--- src/rtl/i2s_tx.sv ---
// rtl/i2s_tx.sv - I2S serial transmitter with one-deep sample-pair holding buffer
module i2s_tx #(
    parameter int BITS   = 24,
    parameter int CLOCKS = 64
) (
    input  logic            ck,
    input  logic            rst,
    input  logic            en,
    input  logic [5:0]      frame_posn,
    input  logic [BITS-1:0] left,
    input  logic [BITS-1:0] right,
    input  logic            in_valid,
    output logic            in_ready,
    output logic            sd,
    output logic            frame_start,
    output logic            underrun
);

    localparam int HALF = CLOCKS / 2;

    logic [BITS-1:0]   hold_l_q, hold_l_d;
    logic [BITS-1:0]   hold_r_q, hold_r_d;
    logic              full_q, full_d;
    logic [CLOCKS-1:0] shift_q, shift_d;
    logic              frame_start_q, frame_start_d;
    logic              underrun_q, underrun_d;

    logic [5:0]        p;
    logic              load;
    logic              accept;
    logic [HALF-1:0]   l_slot;
    logic [HALF-1:0]   r_slot;

    assign p        = frame_posn & 6'(CLOCKS - 1);
    assign load     = en && (p == 6'd1);
    assign in_ready = !full_q && !rst;
    assign accept   = in_valid && in_ready;

    always_comb begin
        l_slot = '0;
        r_slot = '0;
        l_slot[HALF-1 -: BITS] = hold_l_q;
        r_slot[HALF-1 -: BITS] = hold_r_q;

        hold_l_d      = hold_l_q;
        hold_r_d      = hold_r_q;
        full_d        = full_q;
        shift_d       = shift_q;
        frame_start_d = 1'b0;
        underrun_d    = 1'b0;

        if (en) begin
            if (load) begin
                frame_start_d = 1'b1;
                full_d        = 1'b0;
                if (full_q) begin
                    shift_d = {l_slot, r_slot};
                end else begin
                    shift_d    = '0;
                    underrun_d = 1'b1;
                end
            end else begin
                shift_d = {shift_q[CLOCKS-2:0], 1'b0};
            end
        end

        // A pair written in the load cycle lands after the load has drained
        // the buffer, so it is held for the following frame.
        if (accept) begin
            hold_l_d = left;
            hold_r_d = right;
            full_d   = 1'b1;
        end
    end

    always_ff @(posedge ck) begin
        if (rst) begin
            hold_l_q      <= '0;
            hold_r_q      <= '0;
            full_q        <= 1'b0;
            shift_q       <= '0;
            frame_start_q <= 1'b0;
            underrun_q    <= 1'b0;
        end else begin
            hold_l_q      <= hold_l_d;
            hold_r_q      <= hold_r_d;
            full_q        <= full_d;
            shift_q       <= shift_d;
            frame_start_q <= frame_start_d;
            underrun_q    <= underrun_d;
        end
    end

    assign sd          = shift_q[CLOCKS-1];
    assign frame_start = frame_start_q;
    assign underrun    = underrun_q;

endmodule

--- config.mk ---
export PLATFORM = sky130hd
export DESIGN_NAME = i2s_tx
export DESIGN_NICKNAME = d
export VERILOG_FILES = /design/src/rtl/i2s_tx.sv
export SDC_FILE = /design/constraint.sdc
export NUM_CORES = 1
export LEC_CHECK = 0
export ABC_AREA = 1
export BUFFER_PORTS_ARGS = -buffer_cell sky130_fd_sc_hd__buf_2
export CORE_ASPECT_RATIO = 2
export CORE_MARGIN = 8
export CORE_UTILIZATION = 54
export DETAILED_ROUTE_END_ITERATION = 7
export GPL_ROUTABILITY_DRIVEN = 0
export PLACE_DENSITY = 0.77
export SYNTH_ARGS = -nofsm -noshare
export SYNTH_HDL_FRONTEND = slang
export SYNTH_SLANG_ARGS = --single-unit
--- constraint.sdc ---
create_clock -name ck -period 2.3 [get_ports ck]
set_clock_uncertainty 0.05 [all_clocks]
set_input_delay 0.345 -clock ck [delete_from_list [all_inputs] [get_ports ck]]
set_output_delay 0.345 -clock ck [all_outputs]
set_load 0.05 [all_outputs]
---- After elaboration in Yosys (flattened, before gate mapping) ----
Cells that the tools add are included.
operators by class
  $add $sub $neg .......................... 0
  $mul .................................... 0
  divide/modulo/power cells ............... 0
  order comparisons ....................... 0
  equality and inequality tests ........... 1
  shifts and indexed selects .............. 0
  mux-type cells .......................... 7
  bitwise gates (word level) .............. 2
  reductions and logical operators ........ 10
operator list
  cell                                                  count
  2-to-1 mux 64 bit                                     2
  equality test 6 x 1 -> 1 bit (second input constant)  1
  2-to-1 mux 1 bit                                      5
  nonzero test 2 bit                                    2
  logical AND 1 bit                                     3
  OR reduction 3 bit                                    1
  zero test 1 bit                                       2
  NOT 1 bit                                             2
  AND reduction 2 bit                                   1
  OR reduction 2 bit                                    1
word-level totals
  flip-flop bits (word level) ............. 115
  bits in latches ......................... 0
  RAM bits ................................ 0
  memory bits (read-only) ................. 0
  input bits .............................. 58
  output and inout port bits .............. 4
  word-level logic and storage cells ...... 26
  memories ................................ 0

---- Longest topological paths before layout ----
  depth after elaboration ................. 5
  mapped depth ............................ 7
  depth with buffers taken out ............ 6

---- Least setup slack after synthesis ----
No wires, ideal clock.
  path type ............................... flip-flop to output port
  start point ............................. register full_q
  end point ............................... output in_ready
  arrival ................................. 1254 ps
  data required time ...................... 1905 ps
  setup slack ............................. 651 ps
  stages on the path, launching flop included .. 4
  path buffers ............................ 2
  cells stage by stage .................... dfxtp_1 > buf_2 > buf_2 > nor2_1
on the way
  word-level cells in the longest chain between the ends .. 2
ends and longest elaborated chain
  item                    RTL line  text
  from (decl)             23        logic full_q, full_d;
  from (signal assigned)  87        full_q <= full_d;
  zero test 1 bit         36        assign in_ready = !full_q && !rst;
  logical AND 1 bit       36
  to (decl)               13        output logic in_ready,
No other way between the ends.

---- Final worst setup path ----
Same ends and word-level chain as after synthesis.

==> impl_metrics.env <==
export IMPL_status="completed"
export IMPL_ff2ff_setup_slack_ns=0.61
export IMPL_hold_depth=3
export IMPL_io_pins=62
export IMPL_synthTopCellsByCount="145 x nand2_1, 107 x dfxtp_1, 102 x a21oi_1"
export IMPL_grt_pass1_wl_um=17000
export IMPL_finalInstanceArea_um2=5070
export IMPL_synth_cells=632
export IMPL_die_w_um=80.8
export IMPL_post_cts_buffers=0
export IMPL_dr_pass1_iters=6
export IMPL_hpwl_um=6140
export IMPL_min_period_over_period_pct=74.7
export IMPL_viasPerCell=5.38
export IMPL_synth_area_top_cells="dfxtp_1 47%, nand2_1 12%, a21oi_1 11%, o21ai_0 11%, nand3_1 5.5%"
export IMPL_yosysTopAreaCellShare_pct=47.2
export IMPL_reg2reg_depth=4
export IMPL_cpMaxStageDelayCell="dfxtp_2"
export IMPL_synth_nets=690
export IMPL_synth_top_area_cell="dfxtp_1"
export IMPL_num_vias=4112
export IMPL_synthArstFlopShare_pct=0
export IMPL_yosys_mux_area_fraction_pct=0
export IMPL_die_h_um=146
export IMPL_syn_area_um2=4540
export IMPL_ys_warn_count=0
export IMPL_tightest_slew_ns=0.583
export IMPL_syn_to_final_growth_pct=11.8
export IMPL_ys_ff_latch=107
export IMPL_criticalPathCategory="flop to primary output"
export IMPL_dpl_cell_area_um2=4810
export IMPL_grt_pass1_vias=3952
export IMPL_diodes=0
export IMPL_worst_ep_required_time_ns=1.90
export IMPL_wl_per_cell_um=12.8
export IMPL_fp_coreArea_um2=8230
export IMPL_vdd_drop_max_uv=467
export IMPL_cts_tree="done"
export IMPL_cpPeakStageDelay_ns=0.66
export IMPL_synth_simple_area_share_pct=19.8
export IMPL_hold_start="left[12]"
export IMPL_wirelength_um=9810
export IMPL_die_area_um2=11800
export IMPL_setup_viol=0
export IMPL_cts_root_buffer="clkbuf_16"
export IMPL_p_per_area_nw_per_um2=755
export IMPL_path_cells="nor2_1 > buf_2"
export IMPL_yosysMostFrequentCell="nand2_1"
export IMPL_synth_xor_area_share_pct=0
export IMPL_nets=720
export IMPL_grt_max_degree=65
export IMPL_drc=0
export IMPL_r2r_end="hold_r_q[23]"
export IMPL_grtUsageTotal_pct=17.3
export IMPL_p_total_mw=3.83
export IMPL_worst_ep_arrival_time_ns=1.32
export IMPL_start_kind="flop"
export IMPL_initial_core_util_pct=55.1
export IMPL_clock_sinks=107
export IMPL_synth_top_family_by_area="compound AO/OA/AOI/OAI gates"
export IMPL_insertion_delay_ns=0.34
export IMPL_fin_crit_ns=1.72
export IMPL_critPathCaptureType="primary output"
export IMPL_final_cells=764
export IMPL_slew_viol_final=0
export IMPL_max_cap_violations=0
export IMPL_antenna_found_initial=0
export IMPL_synth_edf_count=0
export IMPL_port_buffers=61
export IMPL_critPathMaxFanout=27
export IMPL_drive_gt1_share_pct=13.7
export IMPL_post_cts_resize_count=0
export IMPL_synth_compound_area_share_pct=22.7
export IMPL_final_hold_viol_count=0
export IMPL_power_leakage_nw=2.29
export IMPL_holdBufCountCts=0
export IMPL_synth_main_ff_cell="dfxtp_1"
export IMPL_yosys_area_share_adder_pct=0
export IMPL_worstHoldEndpoint="hold_l_q[12]"
export IMPL_ys_seq_area_share_pct=47.2
export IMPL_slew_headroom_pct=61.1
export IMPL_ant_nets=0
export IMPL_drtIter0Drc=442
export IMPL_setup_tns_ns=0
export IMPL_cts_clk_slew_worst_paths_ns=0.06
export IMPL_worstReg2RegStart="full_q"
export IMPL_dpl_cell_count=749
export IMPL_grt_setup_unrepaired="no"
export IMPL_overflow=0
export IMPL_fillers=777
export IMPL_htree_levels=3
export IMPL_ys_types=19
export IMPL_ctsLongestPathBuffers=2
export IMPL_placementRows=47
export IMPL_syn_avg_cell_area_um2=7.18
export IMPL_whs_ns=0.146
export IMPL_max_freq_mhz=582
export IMPL_cts_buffers=9
export IMPL_hold_path_class="input port to flop"
sequential cells by signal (all words and copies together) (netlist names):
signal	flops
shift_q	56
hold_l_q	24
hold_r_q	24
frame_start	1
full_q	1
underrun	1
per-stage QoR:
step                setup slack (ns)  util, %
floorplan                      0.651        -
global placement               0.644     58.4
detailed placement             0.608     58.4
CTS                            0.581     61.6
global route                   0.488     61.6
finish                         0.583     61.6
worst max-delay path, delay by kind of cell, from the launching register on:
family                 cells  cell delay (ns)
buffers and inverters      1             0.23
flip-flops                 1             0.66
AND/OR/NAND/NOR            1             0.09
logic make-up (layout without fill, tap and decap cells):
group                  after synthesis  count (layout)
and+or+nand+nor                    214             214
buffers and inverters              105             139
DFF                                107             107
AOI/OAI and AO/OA                  206             206
per-layer routing:
layer,GRT usage (%),up-vias,part of all wire [%]
li1,-,2127,-
met1,20.1,1866,44
met2,29.0,104,49
met3,3.40,15,4.4
met4,8.11,0,2.3
met5,0,-,0
cell type report:
cell class                      instances  area [um^2]  share of cell area (%)
Tap cell                               98          123                    2.42
Sequential cell                       107         2140                    42.2
Timing Repair Buffer                   73          420                    8.29
Clock buffer                           12          246                    4.86
Clock inverter                          3         15.0                   0.296
Multi-Input combinational cell        420         1930                    38.1
Inverter                               51          191                    3.77
how the worst max path moves through the flow:
stage          cells after the start      endpoint  slack, ns  startpoint
6_report                           2      in_ready       0.58      full_q
5_1_grt                            4   hold_l_q[8]       0.49      full_q
4_1_cts                            2      in_ready       0.58      full_q
3_5_place_dp                       3  hold_l_q[14]       0.61      full_q
3_3_place_gp                       4  hold_r_q[23]       0.64      full_q
2_1_floorplan                      3      in_ready       0.65      full_q
cells in the final DEF, fill, tap and decap left out, drive strengths merged:
cell    instances
nand2         145
dfxtp         107
o21ai         104
a21oi         102
buf            73
nand3          51
inv            50
nor2           14
clkbuf         12
clkinv          4
nor3            2
nor3b           1
and2            1
power breakdown:
| group | internal (mW) | switching, mW | total [mW] |
|---|---|---|---|
| sequential | 1.98 | 0.0789 | 2.06 |
| clock | 0.753 | 0.633 | 1.39 |
| combinational | 0.149 | 0.234 | 0.383 |
Note: power is estimated with default switching activity, not from simulation.
